**config.mk**
```make
export PLATFORM = sky130hd
export DESIGN_NAME = load_unit_flat
export DESIGN_NICKNAME = d
export VERILOG_FILES = /design/src/rtl/load_unit_if.sv /design/src/rtl/load_unit.sv /design/src/flat_wrapper.sv
export SDC_FILE = /design/constraint.sdc
export NUM_CORES = 1
export LEC_CHECK = 0
export CELL_PAD_IN_SITES_DETAIL_PLACEMENT = 1
export CELL_PAD_IN_SITES_GLOBAL_PLACEMENT = 2
export CORE_ASPECT_RATIO = 0.75
export CORE_UTILIZATION = 29
export CTS_CLUSTER_SIZE = 25
export DETAILED_ROUTE_END_ITERATION = 6
export GPL_TIMING_DRIVEN = 0
export MAX_ROUTING_LAYER = met4
export PLACE_DENSITY_LB_ADDON = 0.1
export SKIP_CTS_REPAIR_TIMING = 1
export SYNTH_ARGS = -nofsm -noshare
export SYNTH_HDL_FRONTEND = slang
export SYNTH_SLANG_ARGS = --single-unit
```
**constraint.sdc**
```tcl
create_clock -name clk -period 5.55 [get_ports clk]
set_clock_uncertainty 0.05 [all_clocks]
set_input_delay 0.555 -clock clk [delete_from_list [all_inputs] [get_ports clk]]
set_output_delay 0.555 -clock clk [all_outputs]
set_load 0.05 [all_outputs]
```
**src/rtl/load_unit_if.sv**
```systemverilog
// Core-side load handshake plus data-memory read port for load_unit.
// The slave modport is the load unit's view; master is the environment's view.
interface load_unit_if;
  logic        ld_valid;
  logic        ld_ready;
  logic [31:0] ld_addr;
  logic [2:0]  ld_funct3;
  logic        mem_req;
  logic [31:0] mem_addr;
  logic        mem_gnt;
  logic        mem_rvalid;
  logic [31:0] mem_rdata;
  logic        ld_done;
  logic [31:0] ld_data;
  logic        ld_err;
  logic [1:0]  ld_err_code;

  modport slave (
    input  ld_valid, ld_addr, ld_funct3, mem_gnt, mem_rvalid, mem_rdata,
    output ld_ready, mem_req, mem_addr, ld_done, ld_data, ld_err, ld_err_code
  );

  modport master (
    output ld_valid, ld_addr, ld_funct3, mem_gnt, mem_rvalid, mem_rdata,
    input  ld_ready, mem_req, mem_addr, ld_done, ld_data, ld_err, ld_err_code
  );
endinterface

```
**src/rtl/load_unit.sv**
```systemverilog
// Single-outstanding load unit: issues a word read, extracts and extends the
// addressed byte/halfword, and reports misalignment, illegal type or timeout.
module load_unit #(
  parameter int unsigned TIMEOUT_CYCLES = 255
) (
  input  logic        clk,
  input  logic        rst_n,
  load_unit_if.slave  bus
);

  typedef enum logic [1:0] {
    S_IDLE = 2'd0,
    S_REQ  = 2'd1,
    S_WAIT = 2'd2,
    S_RESP = 2'd3
  } state_e;

  localparam logic [15:0] TIMEOUT_LIMIT = 16'(TIMEOUT_CYCLES);

  // Selects the addressed lane and applies sign/zero extension for the load type.
  function automatic logic [31:0] extract(input logic [2:0] f3, input logic [1:0] lane,
                                          input logic [31:0] word);
    logic [7:0]  b;
    logic [15:0] h;
    case (lane)
      2'd0:    b = word[7:0];
      2'd1:    b = word[15:8];
      2'd2:    b = word[23:16];
      default: b = word[31:24];
    endcase
    h = lane[1] ? word[31:16] : word[15:0];
    case (f3)
      3'b000:  extract = {{24{b[7]}}, b};
      3'b001:  extract = {{16{h[15]}}, h};
      3'b010:  extract = word;
      3'b100:  extract = {24'h00_0000, b};
      3'b101:  extract = {16'h0000, h};
      default: extract = 32'h0000_0000;
    endcase
  endfunction

  // Illegal type outranks misalignment; 2'b00 means the request may go to memory.
  function automatic logic [1:0] classify(input logic [2:0] f3, input logic [1:0] a);
    case (f3)
      3'b000, 3'b100: classify = 2'b00;
      3'b001, 3'b101: classify = a[0] ? 2'b01 : 2'b00;
      3'b010:         classify = (a != 2'b00) ? 2'b01 : 2'b00;
      default:        classify = 2'b10;
    endcase
  endfunction

  state_e      state_q, state_d;
  logic [1:0]  lane_q, lane_d;
  logic [2:0]  f3_q, f3_d;
  logic [15:0] cnt_q, cnt_d;
  logic        ld_ready_q, ld_ready_d;
  logic        mem_req_q, mem_req_d;
  logic [31:0] mem_addr_q, mem_addr_d;
  logic        ld_done_q, ld_done_d;
  logic [31:0] ld_data_q, ld_data_d;
  logic        ld_err_q, ld_err_d;
  logic [1:0]  ld_err_code_q, ld_err_code_d;
  logic [1:0]  acc_code_s;
  logic [15:0] cnt_inc_s;

  // Next-state, captured request fields and completion results.
  always_comb begin
    state_d       = state_q;
    lane_d        = lane_q;
    f3_d          = f3_q;
    cnt_d         = cnt_q;
    mem_addr_d    = mem_addr_q;
    ld_data_d     = ld_data_q;
    ld_err_d      = ld_err_q;
    ld_err_code_d = ld_err_code_q;
    acc_code_s    = classify(bus.ld_funct3, bus.ld_addr[1:0]);
    cnt_inc_s     = cnt_q + 16'd1;

    case (state_q)
      S_IDLE: begin
        if (bus.ld_valid && ld_ready_q) begin
          lane_d = bus.ld_addr[1:0];
          f3_d   = bus.ld_funct3;
          cnt_d  = 16'd0;
          if (acc_code_s != 2'b00) begin
            state_d       = S_RESP;
            ld_data_d     = 32'h0000_0000;
            ld_err_d      = 1'b1;
            ld_err_code_d = acc_code_s;
          end else begin
            state_d    = S_REQ;
            mem_addr_d = {bus.ld_addr[31:2], 2'b00};
          end
        end else begin
          state_d = S_IDLE;
        end
      end
      S_REQ: begin
        cnt_d = cnt_inc_s;
        if (cnt_inc_s == TIMEOUT_LIMIT) begin
          state_d       = S_RESP;
          ld_data_d     = 32'h0000_0000;
          ld_err_d      = 1'b1;
          ld_err_code_d = 2'b11;
        end else if (bus.mem_gnt) begin
          state_d = S_WAIT;
        end else begin
          state_d = S_REQ;
        end
      end
      S_WAIT: begin
        cnt_d = cnt_inc_s;
        // Data landing in the final budgeted cycle still counts as on time.
        if (bus.mem_rvalid) begin
          state_d       = S_RESP;
          ld_data_d     = extract(f3_q, lane_q, bus.mem_rdata);
          ld_err_d      = 1'b0;
          ld_err_code_d = 2'b00;
        end else if (cnt_inc_s == TIMEOUT_LIMIT) begin
          state_d       = S_RESP;
          ld_data_d     = 32'h0000_0000;
          ld_err_d      = 1'b1;
          ld_err_code_d = 2'b11;
        end else begin
          state_d = S_WAIT;
        end
      end
      S_RESP:  state_d = S_IDLE;
      default: state_d = S_IDLE;
    endcase

    ld_ready_d = (state_d == S_IDLE);
    mem_req_d  = (state_d == S_REQ);
    ld_done_d  = (state_d == S_RESP);
  end

  // State and registered outputs, cleared by the synchronous reset.
  always_ff @(posedge clk) begin
    if (!rst_n) begin
      state_q       <= S_IDLE;
      lane_q        <= 2'b00;
      f3_q          <= 3'b000;
      cnt_q         <= 16'd0;
      ld_ready_q    <= 1'b0;
      mem_req_q     <= 1'b0;
      mem_addr_q    <= 32'h0000_0000;
      ld_done_q     <= 1'b0;
      ld_data_q     <= 32'h0000_0000;
      ld_err_q      <= 1'b0;
      ld_err_code_q <= 2'b00;
    end else begin
      state_q       <= state_d;
      lane_q        <= lane_d;
      f3_q          <= f3_d;
      cnt_q         <= cnt_d;
      ld_ready_q    <= ld_ready_d;
      mem_req_q     <= mem_req_d;
      mem_addr_q    <= mem_addr_d;
      ld_done_q     <= ld_done_d;
      ld_data_q     <= ld_data_d;
      ld_err_q      <= ld_err_d;
      ld_err_code_q <= ld_err_code_d;
    end
  end

  assign bus.ld_ready    = ld_ready_q;
  assign bus.mem_req     = mem_req_q;
  assign bus.mem_addr    = mem_addr_q;
  assign bus.ld_done     = ld_done_q;
  assign bus.ld_data     = ld_data_q;
  assign bus.ld_err      = ld_err_q;
  assign bus.ld_err_code = ld_err_code_q;

endmodule

```
**src/flat_wrapper.sv**
```systemverilog
// flat-port wrapper written by rule: the top's interface ports become plain ports
module load_unit_flat 
#(
  parameter int unsigned TIMEOUT_CYCLES = 255
)
  (clk, rst_n, bus_ld_valid, bus_ld_addr, bus_ld_funct3, bus_mem_gnt, bus_mem_rvalid, bus_mem_rdata, bus_ld_ready, bus_mem_req, bus_mem_addr, bus_ld_done, bus_ld_data, bus_ld_err, bus_ld_err_code);
  load_unit_if bus_i ();
  input  logic clk;
  input  logic rst_n;
  input wire logic [$bits(bus_i.ld_valid)-1:0] bus_ld_valid;
  input wire logic [$bits(bus_i.ld_addr)-1:0] bus_ld_addr;
  input wire logic [$bits(bus_i.ld_funct3)-1:0] bus_ld_funct3;
  input wire logic [$bits(bus_i.mem_gnt)-1:0] bus_mem_gnt;
  input wire logic [$bits(bus_i.mem_rvalid)-1:0] bus_mem_rvalid;
  input wire logic [$bits(bus_i.mem_rdata)-1:0] bus_mem_rdata;
  output wire logic [$bits(bus_i.ld_ready)-1:0] bus_ld_ready;
  output wire logic [$bits(bus_i.mem_req)-1:0] bus_mem_req;
  output wire logic [$bits(bus_i.mem_addr)-1:0] bus_mem_addr;
  output wire logic [$bits(bus_i.ld_done)-1:0] bus_ld_done;
  output wire logic [$bits(bus_i.ld_data)-1:0] bus_ld_data;
  output wire logic [$bits(bus_i.ld_err)-1:0] bus_ld_err;
  output wire logic [$bits(bus_i.ld_err_code)-1:0] bus_ld_err_code;
  assign bus_i.ld_valid = bus_ld_valid;
  assign bus_i.ld_addr = bus_ld_addr;
  assign bus_i.ld_funct3 = bus_ld_funct3;
  assign bus_i.mem_gnt = bus_mem_gnt;
  assign bus_i.mem_rvalid = bus_mem_rvalid;
  assign bus_i.mem_rdata = bus_mem_rdata;
  assign bus_ld_ready = bus_i.ld_ready;
  assign bus_mem_req = bus_i.mem_req;
  assign bus_mem_addr = bus_i.mem_addr;
  assign bus_ld_done = bus_i.ld_done;
  assign bus_ld_data = bus_i.ld_data;
  assign bus_ld_err = bus_i.ld_err;
  assign bus_ld_err_code = bus_i.ld_err_code;
  load_unit #(.TIMEOUT_CYCLES(TIMEOUT_CYCLES)) u_core (.clk(clk), .rst_n(rst_n), .bus(bus_i));
endmodule
```
==> reports/results.tsv, run 1 <==
stage	metric	value	unit
status	status	completed	
grt	antenna violations before repair	0	
timing	post-layout minimum cycle time	3.265	ns
clock_tree	Clock Path Buffers	2	
route	DR vias/cell	5.343	
floorplanning	die area	17120	um^2
logic_synthesis	average cell area after synthesis	7.943	um^2
logic_synthesis	most frequent cells after synthesis	100 x nand2_1, 91 x dfxtp_1, 68 x a21oi_1, 66 x nor2_1, 47 x o21ai_0	
floorplanning	core outline area	16120	um^2
logic_synthesis	Synth top area share	0.3785	
grt	largest net degree at the start of global routing	17	
timing	slew margin rel.	0.2915	
route	Via Count	5183	
final_layout	footprint of the multi-input gates	2758	um^2
grt	vias in the first global route	5203	
route	initial DRC count	286	
clock_tree	clock root cell	clkbuf_16	
job	maxcap violations	0	
clock_tree	Clock Sinks	91	
worst_hold_path	Hold Crit Start	u_core.bus.mem_addr[18]	
critical_path	reg-to-reg slack, setup	2.29	ns
route	drt pass-1 iters	5	
pwr	Leak	0.002395	uW
final_layout	share of layout cells above drive strength 1	0.05658	
final_layout	fill cell count	1928	
logic_synthesis	Mapped Area	4813	um^2
critical_path	WS Path Type	reg -> reg	
timing	Fin. Hold Viols	0	
floorplanning	Rows	40	
worst_hold_path	Hold Crit Endpoint	u_core.bus.mem_addr[18]	
final_layout	area grow syn2layout	40.42	%
critical_path	worst r2r dst	u_core.bus.ld_data[22]	
timing	period utilization	0.5883	
placement	Place WS	2.150	ns
critical_path	worst flop-to-flop path startpoint	u_core.cnt_q[0]	
critical_path	critical path arrival	3.50	ns
timing	fin. max-slew vios	0	
critical_path	CP required	5.79	ns
route	Post-DRT Antenna Nets	0	
route	Post-route DRC	0	
floorplanning	IO Pins	142	
logic_synthesis	FFs w/ async S/R, synth	0	
placement	DP HPWL	14130	um
logic_synthesis	cells after synthesis	606	
route	DR WL/cell	19.06	um
logic_synthesis	top cell type by total area after synthesis	dfxtp_1	
timing	PnR worst setup slack	2.285	ns
placement	PortBufs	138	
floorplanning	Initial Util	0.2987	
critical_path	Worst Setup End Kind	flop	
timing	Min Hold Slack	0.4039	ns
timing	RSZ-0062 raised after global routing	false	
clock_tree	Reg clk slew, reported paths	0.07	ns
clock_tree	CTS buffer count	9	
route	final WL	18490	um
clock_tree	H-tree Lvls	3	
logic_synthesis	Post-synth EDFFs	0	
final_layout	n_diodes	0	
logic_synthesis	synth top area cells	dfxtp_1 38%, nand2_1 7.8%, a21oi_1 7.1%, nor2_1 5.1%, o21ai_0 4.9%	
worst_hold_path	worst min path class	reg -> reg	
logic_synthesis	Seq/Total Area, Yosys	0.3785	
floorplanning	Die Width	150.8	um
pwr	worst vdd ir	0.1534	mV
final_layout	fin util	0.4194	
placement	RD Place Congestion	0.8500	
grt	first-pass GRT wire length	28700	um
final_layout	FF/Latch Area	1822	um^2
critical_path	nature of the critical path startpoint	flop	
logic_synthesis	dominant synthesized flop cell	dfxtp_1	
clock_tree	CTS tree	built	
logic_synthesis	Seq cells post-synth	91	
logic_synthesis	post-synth cell types	61	
final_layout	Layout Nets	835	
floorplanning	Die Y	113.6	um
timing	# setup viols final	0	
worst_hold_path	Cells on Worst Hold Path	2	
timing	setup_tns	0	ns
logic_synthesis	YS warnings	0	
critical_path	CP max FO	10	
grt	gr usage total	0.2272	
logic_synthesis	top-count cell post-synth	nand2_1	
clock_tree	Clock Latency Late Sink	0.35	ns
critical_path	worst reg2reg path depth	8	
grt	GR Overflow Total	0	
timing	Highest Clock Rate	306.3	MHz
pwr	power per cell area	376.1	nW/um^2
timing	Worst Tran Pin Value	1.063	ns
==> critical path, stage by stage, from the launching register on <==
cell	delay, ns
dfxtp_1	0.34
buf_2	0.23
nand4_1	0.21
nor4_1	0.61
nor3_1	0.14
o211ai_1	0.88
clkbuf_1	0.43
a311oi_1	0.16
nor2_1	0.14
==> flip-flops by register name, summed over array words and instances (netlist names) <==
name                    cells
u_core.bus.ld_err_code      2
u_core.state_q              2
u_core.bus.mem_addr        30
u_core.cnt_q               16
u_core.bus.ld_data         32
u_core.bus.ld_err           1
u_core.lane_q               2
u_core.f3_q                 3
u_core.bus.ld_ready         1
u_core.bus.ld_done          1
u_core.bus.mem_req          1
==> layout by cell type, fill, tap and decap left out, drive strengths merged, types with 9 or more instances in the layout <==
master and count:
clkdlybuf4s50 138, nand2 100, dfxtp 91, a21oi 68
nor2 67, o21ai 48, clkbuf 48, nor3 19
a311oi 17, a221oi 14, inv 12, o2bb2ai 9
buf 9
==> kinds of logic (layout without fill, tap and decap cells) <==
family	Yosys count	count (layout)	share of synthesized area
and+or+nand+nor	230	230	0.2139
AOI/OAI and AO/OA	202	202	0.2794
DFF	91	91	0.3785
buffers and inverters	56	209	0.04939
muxes	16	16	0.05433
adders and majority gates	7	7	0.01820
xor gates and xnor gates	3	3	0.005460
other	1	2	0.0007791
==> per-stage QoR <==
| stage | total power [uW] | std cells | cell area (um^2) |
|---|---|---|---|
| global placement | 1869 | 955 | 6461 |
| detailed placement | 1888 | 955 | 6461 |
| floorplan | 1486 | 607 | 4817 |
| CTS | 2550 | 970 | 6759 |
| global route | 2691 | 970 | 6759 |
| finish | 2542 | 970 | 6759 |
==> metal layers <==
layer,track usage,vias up,part of all wire
li1,-,2501,-
met1,0.3243,2498,0.50
met2,0.3131,158,0.42
met3,0.05600,26,0.064
met4,0.06333,0,0.016
met5,-,-,0
==> report_power, final <==
part | total, uW | switching, uW | internal [uW]
Sequential | 735 | 30.6 | 704
Clock | 648 | 293 | 355
Combinational | 1160 | 786 | 373
==> final cells by class <==
type,count,area share
well taps,210,0.03887
clock inverters,6,0.01074
multi-input cells,460,0.4080
plain buffers,48,0.03073
repair buffers,138,0.2044
clock buffers,9,0.03332
flip-flops and latches,91,0.2695
inverters,8,0.004443
==> worst max path at each step <==
stage / from / to / cells past startpoint
after floorplan: u_core.cnt_q[1] / u_core.bus.ld_data[11] / 9
after global placement: bus_ld_funct3[0] / u_core.bus.ld_data[27] / 9
after detailed placement: bus_ld_funct3[0] / u_core.bus.ld_data[27] / 9
after CTS: u_core.cnt_q[0] / u_core.bus.ld_data[22] / 8
after global routing: u_core.cnt_q[0] / u_core.bus.ld_data[25] / 8
final: u_core.cnt_q[0] / u_core.bus.ld_data[22] / 8
Power figures use the tool's default switching activity.
==> run 2, diff against run 1 <==
Settings changed: CORE_UTILIZATION 29 to 24.
Clock period 5.55 ns to 3 ns, I/O delays scaled along.
==> run 2 against run 1 <==
Clock-buffer cell count grew 1. Hold slack lost 0.092 ns. Power grew 86%. Setup slack lost 2.2 ns. Clock power grew 87%. First-iteration DRC count grew 0.35%. Register-to-register slack lost 2.2 ns. Utilization shrank 6.6 points. The run now ends with design-rule violations left. Combinational power grew 84%. Via count shrank 0.83%. Routed wire length grew 4.1%. Critical path type unchanged.
==> reports/results.tsv, run 2 (synthesized netlist as in run 1, its figures left out) <==
stage	metric	value	unit
status	status	finished, violations left	
status	failing checks	design-rule violations	
clock_tree	H-tree Lvls	3	
job	maxcap violations	0	
grt	first-pass GRT wire length	29680	um
floorplanning	core outline area	19490	um^2
floorplanning	Initial Util	0.2470	
route	Post-DRT Antenna Nets	0	
route	initial DRC count	287	
clock_tree	Clock Latency Late Sink	0.36	ns
critical_path	CP required	3.19	ns
floorplanning	IO Pins	142	
clock_tree	Clock Sinks	91	
pwr	power per cell area	684.0	nW/um^2
critical_path	critical path arrival	3.09	ns
route	Post-route DRC	8	
grt	largest net degree at the start of global routing	17	
critical_path	Worst Setup End Kind	flop	
critical_path	WS Path Type	reg -> reg	
timing	Highest Clock Rate	344.8	MHz
timing	post-layout minimum cycle time	2.900	ns
timing	PnR worst setup slack	0.1001	ns
timing	fin. max-slew vios	0	
final_layout	area grow syn2layout	43.25	%
grt	vias in the first global route	5196	
worst_hold_path	Cells on Worst Hold Path	3	
timing	slew margin rel.	0.5022	
floorplanning	die area	20630	um^2
timing	setup_tns	0	ns
critical_path	reg-to-reg slack, setup	0.10	ns
route	DR WL/cell	18.95	um
critical_path	Bufs and invs on worst path	2	
floorplanning	Rows	44	
floorplanning	Die Width	165.5	um
final_layout	commonest non-fill, non-tap cell in the layout	clkdlybuf4s50_1	
pwr	switching part of the total	0.4372	
worst_hold_path	Hold Crit Start	rst_n	
final_layout	post-route cell area	6895	um^2
floorplanning	Die Y	124.6	um
pwr	Gate power share	0.452	
critical_path	worst-path cell chain	clkbuf_4 > nand4_1 > or3_4 > mux2i_1 > or4_4 > nor2_8 > o22ai_4 > buf_6 > a221o_1	
pwr	Power Internal	2655	uW
pwr	Reg power frac	0.293	
critical_path	worst flop-to-flop path startpoint	u_core.cnt_q[0]	
final_layout	n_diodes	0	
grt	global route hottest layer	met1	
clock_tree	Clock Path Buffers	2	
route	DR vias/cell	5.059	
pwr	Leak	0.002427	uW
critical_path	crit-path leading delay family	simple AND/OR/NAND/NOR gates	
route	Via Count	5140	
placement	PortBufs	138	
placement	DP HPWL	14620	um
grt	met2 GRT Util	0.2618	
route	final WL	19250	um
pwr	clock group share of total power	0.256	
worst_hold_path	worst min path class	in -> reg	
critical_path	worst reg2reg path depth	9	
critical_path	critical path's largest stage delay	0.58	ns
placement	DP Area	6515	um^2
placement	Place WS	-0.2981	ns
route	drt pass-1 iters	6	
placement	cell total after placement	998	
clock_tree	CTS buffer count	9	
clock_tree	CTS tree	built	
timing	# setup viols final	0	
final_layout	Cell Count, Final, Fillers Out	1016	
critical_path	number of cells on the critical path	9	
final_layout	share of layout cells above drive strength 1	0.07471	
final_layout	most frequent cells in the layout	138 x clkdlybuf4s50_1, 100 x nand2_1, 91 x dfxtp_1, 66 x a21oi_1, 66 x nor2_1	
grt	antenna violations before repair	0	
grt	GR Overflow Total	0	
critical_path	CP max FO	10	
final_layout	fin util	0.3538	
final_layout	number of flip-flops in the largest register	32	
grt	gr usage total	0.1959	
pwr	worst vdd ir	0.3017	mV
clock_tree	clock root cell	clkbuf_16	
timing	period utilization	0.9666	
critical_path	CP max-delay cell	or4_4	
final_layout	Layout Nets	837	
pwr	Psw	2062	uW
timing	Worst Tran Pin Value	0.7468	ns
placement	RD Place Congestion	0.8068	
grt	GR Util met3	0.05794	
critical_path	nature of the critical path startpoint	flop	
timing	Fin. Hold Viols	0	
grt	grt met1 use	0.2847	
critical_path	launch point of the worst path	u_core.cnt_q[0]	
clock_tree	Reg clk slew, reported paths	0.07	ns
-- run 2: per-stage QoR --
stage	hold slack (ns)	total power, uW
finish	0.3117	4717
global route	0.3436	5005
CTS	0.2963	4755
detailed placement	0.4005	3514
global placement	0.3916	3483
floorplan	0.3860	2750
-- run 2: area by class of cell --
cell class / count / area (um^2)
clock inverter: 6 / 71.32
buffer: 45 / 201.4
sequential: 91 / 1822
tap: 253 / 316.6
clock buffer: 10 / 229.0
multi-input combinational: 460 / 2806
fill: 2332 / 12590
inverter: 8 / 30.03
timing repair buffer: 143 / 1419
-- run 2: worst min-delay path, stage by stage --
cell	delay, ns
clkbuf_1	0.20
nand2_1	0.14
nor2_1	0.04
-- run 2: power by group through the flow --
stage | clock, uW | sequential, uW | combinational [uW]
finish | 1210 | 1380 | 2130
floorplan | 0 | 1620 | 1130
global route | 1300 | 1390 | 2310
CTS | 1250 | 1360 | 2140
detailed placement | 0 | 1390 | 2120
global placement | 0 | 1390 | 2100
-- run 2: worst paths after layout --
path | end
setup / recovery | u_core.bus.ld_data[11]
hold / removal | u_core.state_q[0]
setup reg to reg | u_core.bus.ld_data[11]
hold reg to reg | u_core.bus.mem_addr[7]
-- run 2: routing by layer --
layer,vias to the layer above,part of all wire
li1,2512,-
met1,2478,0.53
met2,137,0.40
met3,13,0.063
met4,0,0.0086
met5,-,0
==> run 3, diff against run 2 <==
Settings changed: CAP_MARGIN from default to 15.
==> results of run 3 <==
Final layout, timing and power as in run 2 (identical DEF).
